$ cat config.mk
export PLATFORM = sky130hd
export DESIGN_NAME = crc_frame_feeder
export DESIGN_NICKNAME = d
export VERILOG_FILES = /design/src/rtl/crc_frame_feeder.sv
export SDC_FILE = /design/constraint.sdc
export NUM_CORES = 1
export LEC_CHECK = 0
export ABC_AREA = 1
export CAP_MARGIN = 40
export CORE_MARGIN = 10
export CORE_UTILIZATION = 49
export DETAILED_ROUTE_END_ITERATION = 8
export PLACE_DENSITY = 0.77
export SLEW_MARGIN = 10
export SYNTH_ARGS = -nofsm -noshare
export SYNTH_HDL_FRONTEND = slang
export SYNTH_SLANG_ARGS = --single-unit
$ cat constraint.sdc
create_clock -name CLK -period 1.4 [get_ports CLK]
set_input_delay 0.21 -clock CLK [delete_from_list [all_inputs] [get_ports CLK]]
set_output_delay 0.21 -clock CLK [all_outputs]
set_load 0.02 [all_outputs]
$ cat src/rtl/crc_frame_feeder.sv
// Word-to-serial feeder for the serial CRC block: serializes one accepted word per
// frame, drains the CRC read-out with ACTIVE low, then pulses the CRC block's clear.
module crc_frame_feeder #(
    parameter int DATA_WD   = 8,
    parameter int LFSR_WD   = 8,
    parameter bit MSB_FIRST = 1'b0
) (
    input  logic               CLK,
    input  logic               RST,
    input  logic [DATA_WD-1:0] IN_DATA,
    input  logic               IN_VALID,
    output logic               IN_READY,
    output logic               DATA,
    output logic               ACTIVE,
    output logic               CRC_RST_N,
    output logic               BUSY,
    output logic               FRAME_DONE
);

    // One counter serves both the bit count (0..DATA_WD-1) and the drain count (0..LFSR_WD).
    localparam int CNT_MAX = (DATA_WD > LFSR_WD + 1) ? DATA_WD : LFSR_WD + 1;
    localparam int CNT_WD  = (CNT_MAX > 2) ? $clog2(CNT_MAX) : 1;
    localparam logic [CNT_WD-1:0] LAST_BIT   = CNT_WD'(DATA_WD - 1);
    localparam logic [CNT_WD-1:0] LAST_DRAIN = CNT_WD'(LFSR_WD);
    localparam logic [CNT_WD-1:0] CNT_ZERO   = CNT_WD'(0);
    localparam logic [CNT_WD-1:0] CNT_ONE    = CNT_WD'(1);

    typedef enum logic [1:0] {
        ST_CLEAR = 2'd0,
        ST_IDLE  = 2'd1,
        ST_SHIFT = 2'd2,
        ST_DRAIN = 2'd3
    } state_t;

    state_t             state_r;
    logic [DATA_WD-1:0] shift_r;
    logic [DATA_WD-1:0] shift_next_s;
    logic [CNT_WD-1:0]  cnt_r;
    logic               data_r;
    logic               active_r;
    logic               crc_rst_n_r;
    logic               frame_done_r;

    function automatic logic [DATA_WD-1:0] advance_word(input logic [DATA_WD-1:0] word);
        logic [DATA_WD-1:0] res;
        if (MSB_FIRST) begin
            res = word << 1;
        end else begin
            res = word >> 1;
        end
        return res;
    endfunction

    function automatic logic head_bit(input logic [DATA_WD-1:0] word);
        logic res;
        if (MSB_FIRST) begin
            res = word[DATA_WD-1];
        end else begin
            res = word[0];
        end
        return res;
    endfunction

    // Word as it looks after the currently presented bit has been consumed.
    always_comb begin
        shift_next_s = advance_word(shift_r);
    end

    // Frame sequencer: accept, serialize, drain, clear.
    always_ff @(posedge CLK or posedge RST) begin
        if (RST) begin
            state_r      <= ST_CLEAR;
            shift_r      <= {DATA_WD{1'b0}};
            cnt_r        <= CNT_ZERO;
            data_r       <= 1'b0;
            active_r     <= 1'b0;
            crc_rst_n_r  <= 1'b0;
            frame_done_r <= 1'b0;
        end else begin
            frame_done_r <= 1'b0;
            case (state_r)
                ST_CLEAR: begin
                    crc_rst_n_r <= 1'b1;
                    state_r     <= ST_IDLE;
                end
                ST_IDLE: begin
                    if (IN_VALID) begin
                        shift_r  <= IN_DATA;
                        data_r   <= head_bit(IN_DATA);
                        active_r <= 1'b1;
                        cnt_r    <= CNT_ZERO;
                        state_r  <= ST_SHIFT;
                    end else begin
                        state_r  <= ST_IDLE;
                    end
                end
                ST_SHIFT: begin
                    if (cnt_r == LAST_BIT) begin
                        active_r <= 1'b0;
                        data_r   <= 1'b0;
                        cnt_r    <= CNT_ZERO;
                        state_r  <= ST_DRAIN;
                    end else begin
                        shift_r  <= shift_next_s;
                        data_r   <= head_bit(shift_next_s);
                        cnt_r    <= cnt_r + CNT_ONE;
                    end
                end
                ST_DRAIN: begin
                    // Extra drain cycle keeps the last CRC bit visible before the clear.
                    if (cnt_r == LAST_DRAIN) begin
                        cnt_r        <= CNT_ZERO;
                        crc_rst_n_r  <= 1'b0;
                        frame_done_r <= 1'b1;
                        state_r      <= ST_CLEAR;
                    end else begin
                        cnt_r        <= cnt_r + CNT_ONE;
                    end
                end
                default: begin
                    state_r     <= ST_CLEAR;
                    cnt_r       <= CNT_ZERO;
                    data_r      <= 1'b0;
                    active_r    <= 1'b0;
                    crc_rst_n_r <= 1'b0;
                end
            endcase
        end
    end

    assign IN_READY   = (state_r == ST_IDLE);
    assign BUSY       = (state_r != ST_IDLE);
    assign DATA       = data_r;
    assign ACTIVE     = active_r;
    assign CRC_RST_N  = crc_rst_n_r;
    assign FRAME_DONE = frame_done_r;

endmodule
# Word-level counts from Yosys, hierarchy flattened
# Cells that the tools add are included.
# totals
wordCells	49
input_bits	11
latch_bits	0
rom_bits	0
regBits	18
ram_bits	0
out_inout_bits	6
mem_count	0
# classes
order_cmp	0
n_mux	21
n_bitwise	0
shifts	0
mul	0
n_eq_ne	10
n_addsub	1
div	0
reduce_logical	10
# op_table
cell	count
8-bit 2-to-1 mux	2
8-bit one-hot mux with 2 select lines	1
4-bit 2-to-1 mux	3
4-bit one-hot mux with 3 select lines	1
2-bit != test, second input constant	4
2-bit one-hot mux with 4 select lines	1
2-bit AND reduction	4
1-bit 2-to-1 mux	7
2-bit 2-to-1 mux	3
1-bit one-hot mux with 2 select lines	3
3-bit AND reduction	2
4-bit by 1-bit adder with 4-bit output, second input constant	1
2-bit equality test, second input constant	2
4-bit by 3-bit equality test with 1-bit output, second input constant	1
4-bit equality test, second input constant	1
2-bit nonzero test	2
3-bit nonzero test	1
2-bit by 1-bit equality test with 1-bit output, second input constant	1
2-bit logical NOT	1
2-bit by 1-bit != test with 1-bit output, second input constant	1

# Longest topological paths before layout
# Gate-level depths: netlist of the first run.
# depth
word_depth	3
depth_mapped	7
ltp_nobuf	7

# Worst setup path before layout of the first run
# OpenSTA, ideal clock, no wires.
# synth_timing
path_type	register to register
start	register (tool-made name)
end	register shift_r[7]
setup_ps	121
required_ps	1279
path_stages_with_launch	7
slack_ps	215
period_less_slack_ps	1185
arrival_ps	1064
path_cell_list	dfrtp_1 inv_1 nand2_2 inv_2 nand2_4 nand2_4 o21ai_1
# synth_rtl
item	line	text
to (signal assigned)	73	shift_r <= {DATA_WD{1'b0}};
to (signal assigned)	104	shift_r <= shift_next_s;
to (decl)	36	logic [DATA_WD-1:0] shift_r;

==> results of run 1 <==
-- kinds of logic after synthesis --
| group | synth area share |
|---|---|
| compound gates | 0.0571 |
| fa+ha+maj | 0.0286 |
| flops | 0.486 |
| simple gates | 0.364 |
| buf+inv | 0.0643 |
-- cells in the final DEF (no fill, tap or decap) --
cell type	n
inv_2	2
nand4_1	1
nand2_4	3
o21ai_1	1
nand2_2	1
dfrtp_1	17
nor2_4	1
o211ai_1	1
nand3_1	10
o21ai_0	3
a21oi_1	2
dlygate4sd2_1	4
o22ai_1	2
nand3_2	1
inv_1	13
nor2_1	6
clkdlybuf4s50_1	10
nand2_1	49
clkbuf_1	1
ha_1	2
clkbuf_4	3
buf_2	2
buf_4	5
-- final cells by class --
type                    instances  share of cell area
repair buffers                 21               0.163
flip-flops and latches         17               0.379
well taps                      25              0.0279
clock buffers                   4              0.0234
multi-input cells              83               0.356
inverters                      15              0.0502
-- metrics by stage --
step	instance area [um2]	total power, mW	std cells	hold slack [ns]
5_1_grt	1120	2.62	165	0.238
6_report	1120	2.36	165	0.206
4_1_cts	1130	2.37	165	0.216
3_3_place_gp	1100	2.10	161	0.489
3_5_place_dp	1100	2.13	161	0.498
2_1_floorplan	876	1.73	115	0.136
-- registers in the layout, indices dropped and copies added (netlist names), named ones only --
signal	flops
ACTIVE	1
CRC_RST_N	1
DATA	1
FRAME_DONE	1
cnt_r	4
shift_r	7
state_r	1
-- worst reg2reg max path: cells and delay by family, from the launching register on --
kind                       cells  cell delay, ns
adders and majority gates      1            0.22
and+or+nand+nor                5            0.54
DFF                            1            0.42
-- worst max-delay path by stage --
stage | startpoint | endpoint | slack, ns | depth (start not counted)
final | flop | IN_READY | 0.10 | 4
after global routing | flop | IN_READY | 0.03 | 4
after CTS | flop | IN_READY | 0.006 | 4
after detailed placement | flop | IN_READY | -0.06 | 4
after global placement | flop | IN_READY | -0.04 | 4
after floorplan | flop | shift_r[7] | 0.21 | 6
-- layer usage --
layer  vias to the layer above  global-route usage  part of all wire
met1                       372               0.121              0.45
met4                         0              0.0587             0.023
met2                        16               0.173              0.48
met3                         5              0.0233             0.047
met5                         -                   0                 0
li1                        409                   -                 -
-- cell usage after synthesis --
library cell / count / area (um2)
nand3_1: 11 / 55.1
ha_1: 2 / 25.0
dfrtp_1: 17 / 425
o21ai_1: 1 / 5.00
a21oi_1: 2 / 10.0
o211ai_1: 1 / 7.51
nand2_4: 3 / 33.8
inv_2: 1 / 3.75
o21ai_0: 3 / 15.0
nand4_1: 1 / 6.26
nand2_1: 49 / 184
nor2_4: 1 / 11.3
nor2_1: 6 / 22.5
inv_1: 14 / 52.6
o22ai_1: 2 / 12.5
nand2_2: 1 / 6.26
-- power groups by stage --
stage / sequential [mW] / combinational, mW / clock, mW
floorplan: 0.911 / 0.815 / 0
global placement: 0.854 / 1.24 / 0
detailed placement: 0.862 / 1.27 / 0
CTS: 0.852 / 1.24 / 0.277
global route: 0.888 / 1.42 / 0.307
finish: 0.854 / 1.23 / 0.273
-- repair_timing --
item / 4_1_cts / 5_1_grt
gates resized for setup: 11 / 3
setup endpoints to repair: 6 / 10
endpoints found under the hold margin: 0 / 0
==> metrics, run 1 <==
crit path max-delay cell type dfrtp_1; Worst setup SP type flop; gr ovfl total 0; Placeable Area 1710 um2; worst hold path class in2async; Die ar. about 3900 um2; antenna cell count 0; share of cells above drive strength 1 0.129; Worst-path clk slew around 0.1 ns; Placer Congestion 0.799; port bufs 16; internal power 1.27 mW; worst slew margin relative to its limit 0.816; cells after synthesis between 100 and 150; Setup Viol. Count Final 0; combinational share of power 0.522; H-tree levels 1; CTS tree done; RR Startpoint cnt_r[0]; CTS Root Cell clkbuf_4; synthesized net count 128; Switch Pwr 1.08 mW; syn avg cell area approximately 7.6 um2; post-synth cell types 16; CP max stage delay 0.40 ns; total wire length 1.89 mm; growth of design area from synthesis to finish 28.0%; Fin Clk Skew 0.00113 ns; Arr. time, crit path 1.09 ns; Leak Pwr slightly above 0.6 nW; period utilisation layout 0.926; first-pass GRT wire length 3.39 mm; drt via density 4.86; Max Slew Vio Count 0; critical path class reg2out; Reg2Reg Depth 6; starting density of the core 0.513; clk sinks 17; DRC errors left 0; setup ws final 0.104 ns; critical path buffer and inverter count 3; CP Capture Type primary output; final core occ 0.656; # fillers 147; Critical R2R Capture cnt_r[1]; status finished clean; CTS Buf Count 3; setup bufs post-CTS 0; routed vias between 800 and 900; Max Fclk 771 MHz; largest net degree at the start of global routing 18; Clk Latency, worst-skew pair 0.30 ns; Reg area 425 um2; Clk pwr share 0.116; CP max FO 3; crit-path cells inv_2 -> nand2_2 -> inv_2 -> buf_2; area of the multi-input gates 399 um2; wire length per cell between 10 and 15 um; Sum Neg Setup Slack 0 ns; endpoints failing hold 0; maxcap violations 0; PD cells roughly 2100 nW/um2; Synthesis Warnings 0; Post-Syn Area 876 um2; Data required, critical path 1.19 ns; crit-path leading delay family flip-flops; switching part of the total power 0.460; fin crit period 1.30 ns; TritonRoute pass-1 iters 4; vias in the first global route 770; CTS max path bufs 2; Hold Buf Count CTS 0; flop2flop setup slack 0.14 ns; initial antenna violation count 0; Final nets 154; peak supply drop 1.02 mV; Iteration-0 DRC Markers 33; Synth Register Bits 17; Post-DRT Antenna Nets 0; All-Layer GR Usage 0.105; unrepaired setup endpoints after global routing false; Seq/Total Area, Yosys 0.486; pre-CTS setup slack -0.0561 ns; DIE WIDTH 62.3 um; Critical Path Most Common Cell inv_2; sequential power share 0.363; hpwl dp 1.44 mm; actual slew at the worst max-slew pin 0.276 ns; Ports 17; die height 62.3 um; Rows 15
Note: power is estimated with default switching activity, not from simulation.
==> inputs of run 2 (changes only) <==
--- a/config.mk
+++ b/config.mk
@@ -9,6 +9,7 @@
 export CAP_MARGIN = 40
 export CORE_MARGIN = 10
 export CORE_UTILIZATION = 49
+export CTS_CLUSTER_SIZE = 24
 export DETAILED_ROUTE_END_ITERATION = 8
 export PLACE_DENSITY = 0.77
 export SLEW_MARGIN = 10
==> results of run 2 <==
Final layout, timing and power as in run 1 (identical DEF).
==> variant 1: new RTL, settings of run 2 <==
Set the parameter `DATA_WD` to 16 (it was 8).
--- a/src/rtl/crc_frame_feeder.sv
+++ b/src/rtl/crc_frame_feeder.sv
@@ -3,3 +3,3 @@
 module crc_frame_feeder #(
-    parameter int DATA_WD   = 8,
+    parameter int DATA_WD   = 16,
     parameter int LFSR_WD   = 8,
Interface: changed (resized IN_DATA); port bits go from 17 to 25. No check against the original RTL was run, so the function may have changed too.
==> variant 1 against run 2 <==
  * Routed wire length grew 48%
  * Non-clock buffer count grew 12
  * Area after synthesis grew 49%
  * Power grew 41%
  * Critical endpoint is now cnt_r[0]
  * Combinational power grew 44%
  * Sequential cell count grew 8
  * Via count grew 37%
  * Setup slack lost 0.032 ns
  * Sequential power grew 43%
  * Design area grew 48%
  * Sequential share of layout area shrank 0.24 points
  * Highest routed layer unchanged
  * Register-to-register slack lost 0.07 ns
  * Die area grew 32%
==> variant 1: results <==
[final_layout]
reg_top3 = shift_r x15, cnt_r x4
fillers = 218
nets = 214
drive_gt1_frac = 0.1667
synthToLayoutAreaGrowth_pct = 26.89

[drt]
wirelength_mm = 2.784
via_per_inst = 4.950
first_pass_iters = 5
drt_iter0_drc = 58
detail_route.wl_per_cell_um = 12.54

[clocking]
post_cts_buffers = 0
cts_buffers = 3
clk_pin_slew_ns = 0.13
clk_path_buf_depth = 2
root_buffer = clkbuf_4
h-tree-depth = 1
clk_latency_ns = 0.32

[timing]
period_needed_ns = 1.328
fin_skew_ns = 0.003146
worst_pin_slew_ns = 0.3110
hold_slack_ns = 0.2170

[critical_path]
cpPeakStageDelay_ns = 0.47
rrSetupSlack_ns = 0.07
critPathMaxFanout = 4
critPathRequiredTime_ns = 1.63

[pwr]
vdd_ir_drop_max_mv = 1.318
cellLeakagePower_uw = 0.0008280

[placed_design]
io_buffer_count = 24
place_congestion = 0.7691
pre_cts_slack_ns = 0.03657
place_area_um2 = 1587
dp_hpwl_mm = 1.956

[grt]
grt_first_pass_wirelength_mm = 4.436
grt_max_degree = 34
grt_use_total = 0.1043
grt_pass1_vias = 1039

[run_status]
status = finished clean

[synth]
netlist_instances = 159
synth-seq-area-share = 0.4785
syn_nets = 180
synth_area_leaders = dfrtp_1, nand2_1, o21ai_0
ys.flop_type = dfrtp_1
synth_cell_types = 23
synthTopCellsByCount = nand2_1, dfrtp_1, inv_1
ys_async_sr_fraction = 1.000
[variant 1: cell types whose count changed in the layout (fill, tap and decap cells not counted), moves of 3 or more]
cell | before | now
o21ai_0 | 3 | 20
clkdlybuf4s50_1 | 10 | 18
dfrtp_1 | 17 | 25
inv_1 | 13 | 21
o21ai_2 | 0 | 6
nand3_1 | 10 | 5
nand2_1 | 49 | 53
o21ai_1 | 1 | 5
buf_4 | 5 | 8
nor2_1 | 6 | 3
[variant 1: final timing paths]
| check | start | endpoint | cells past startpoint |
|---|---|---|---|
| max in group asynchronous | RST | asynchronous set/reset pin | 3 |
| min in group CLK | IN_DATA[15] | shift_r[15] | 3 |
| hold reg to reg | ACTIVE | ACTIVE | 1 |
| hold / removal | RST | cnt_r[0] | 3 |
| setup reg to reg | cnt_r[1] | cnt_r[0] | 7 |
| setup / recovery | cnt_r[1] | cnt_r[0] | 7 |
[variant 1: cell families after synthesis]
family	share of synthesized area
DFF	0.4785
buffers and inverters	0.1033
adders and majority gates	0.01914
and+or+nand+nor	0.2498
AOI/OAI and AO/OA	0.1426
xor gates and xnor gates	0.006700
[variant 1: report_power, final]
part | total, uW | internal [uW] | switching [uW]
logic | 1770 | 718 | 1050
clock network | 328 | 112 | 216
registers | 1220 | 1040 | 179
[variant 1: final cells by class]
class	count	area share
Timing Repair Buffer	33	0.1840
Clock buffer	4	0.01584
Sequential cell	25	0.3771
Multi-Input combinational cell	107	0.3484
Inverter	23	0.05204
Tap cell	30	0.02262
[variant 1: layer usage]
metal,vias to the layer above,GRT usage,wire (um)
met5,-,0,0
li1,564,-,-
met4,0,0.05806,59
met3,5,0.02204,97
met1,508,0.1107,1215
met2,22,0.1863,1412
==> variant 2: new RTL, config.mk and constraints of run 2 <==
Made on the original files. Encoding of `state_t`: now one-hot (4 bits for 4 states).
--- a/src/rtl/crc_frame_feeder.sv
+++ b/src/rtl/crc_frame_feeder.sv
@@ -27,7 +27,7 @@
 
-    typedef enum logic [1:0] {
-        ST_CLEAR = 2'd0,
-        ST_IDLE  = 2'd1,
-        ST_SHIFT = 2'd2,
-        ST_DRAIN = 2'd3
+    typedef enum logic [3:0] {
+        ST_CLEAR = 4'b0001,
+        ST_IDLE  = 4'b0010,
+        ST_SHIFT = 4'b0100,
+        ST_DRAIN = 4'b1000
     } state_t;
Function: no difference found for any inputs over 10 cycles, from zero or initial values and one cycle with RST high; not proved beyond that.
==> variant 2 against run 2 <==
  * Sequential cell count grew 2
  * Area after synthesis is 21% higher
  * Routed wire length grew 18%
  * Setup slack worse by 0.042 ns
  * Design area rose by 22%
  * Die area up 14%
  * Non-clock buffer count grew 6
  * Sequential share of layout area decreased by 3.1 points
  * Hold slack better by 0.015 ns
  * Power down 2.6%
  * Synthesized cell count increased by 16%
==> variant 2: results <==
[pwr]
power.density_nw_per_um2 = 1677
seqPwrFrac = 0.359
cellLeakagePower_uw = 0.0007311
p_int_uw = 1341
vdd_ir_drop_max_mv = 1.006
p_comb_frac = 0.520

[critical_path]
critPathMaxFanout = 3
arrival_ns = 1.13
cpPeakStageDelay_ns = 0.55
rr_worst_depth = 8
crit_slowest_cell = dfstp_2
rr_endpoint = shift_r[4]
rrSetupSlack_ns = 0.10
rr_startpoint = state_r[0]

[synth]
synth_area_leaders = dfrtp_1, nand2_1, nand3_1
synth_xor_area_frac = 0.008284
synth_cell_types = 18
synth-seq-area-share = 0.4509
synth.area.mux_share = 0
synth_top_family_by_area = simple AND/OR/NAND/NOR gates
synthTopCellsByCount = nand2_1, dfrtp_1, nand3_1
syn_nets = 146
ys_async_sr_fraction = 1.000
synth_compound_area_frac = 0.07456
synthAdderAreaFrac = 0.02367
netlist_instances = 133

[grt]
use_met3 = 0.03010
grt_max_degree = 20
grtUsageMet1 = 0.1267
grt_use_total = 0.1081
grt_first_pass_wirelength_mm = 3.912
grt_pass1_vias = 932
use_met2 = 0.1866

[placed_design]
dp_hpwl_mm = 1.703
place_area_um2 = 1287
place_inst = 183
pre_cts_slack_ns = -0.09444
place_congestion = 0.7968

[drt]
first_pass_iters = 4
wl_met1_um = 987
detail_route.wl_per_cell_um = 11.78
met3_length_um = 87
wl_met2_mm = 1.141
vias = 906
drt_iter0_drc = 34

[timing]
fin_skew_ns = 0.001393
slew_headroom = 0.8354
hold_slack_ns = 0.2211

[clocking]
ctsResizeCount = 13
root_buffer = clkbuf_4

[run_status]
status = finished clean

[hold_path]
hold_path_class = primary input to asynchronous set/reset pin

[final_layout]
reg_top3 = shift_r x7, cnt_r x4, state_r x4
drive_gt1_frac = 0.2840
layout.cells.non_filler = 189
==> variant 2: cell count changes in the layout (fill, tap and decap cells not counted), sizes merged, moves of 2 or more <==
cell / before / now
o22ai: 2 / 0
nor2: 7 / 14
a21oi: 2 / 0
nand2: 53 / 51
nand3: 11 / 16
o21ai: 4 / 12
buf: 7 / 13
==> variant 2: worst max path at each step <==
| stage | start | endpoint | slack [ns] | cells past startpoint |
|---|---|---|---|---|
| floorplan | cnt_r[0] | shift_r[5] | 0.13 | 9 |
| global placement | state_r[0] | BUSY | -0.06 | 3 |
| detailed placement | state_r[0] | BUSY | -0.09 | 3 |
| CTS | state_r[0] | BUSY | 0.02 | 3 |
| global route | state_r[1] | DATA | -0.005 | 7 |
| finish | state_r[0] | IN_READY | 0.06 | 4 |
==> variant 2: final cells by class <==
cell class / instances / area, um^2
fillers: 167 / 634.4
multi-input cells: 96 / 530.5
flip-flops and latches: 19 / 476.7
repair buffers: 27 / 240.2
inverters: 16 / 60.06
well taps: 27 / 33.78
clock buffers: 4 / 26.28
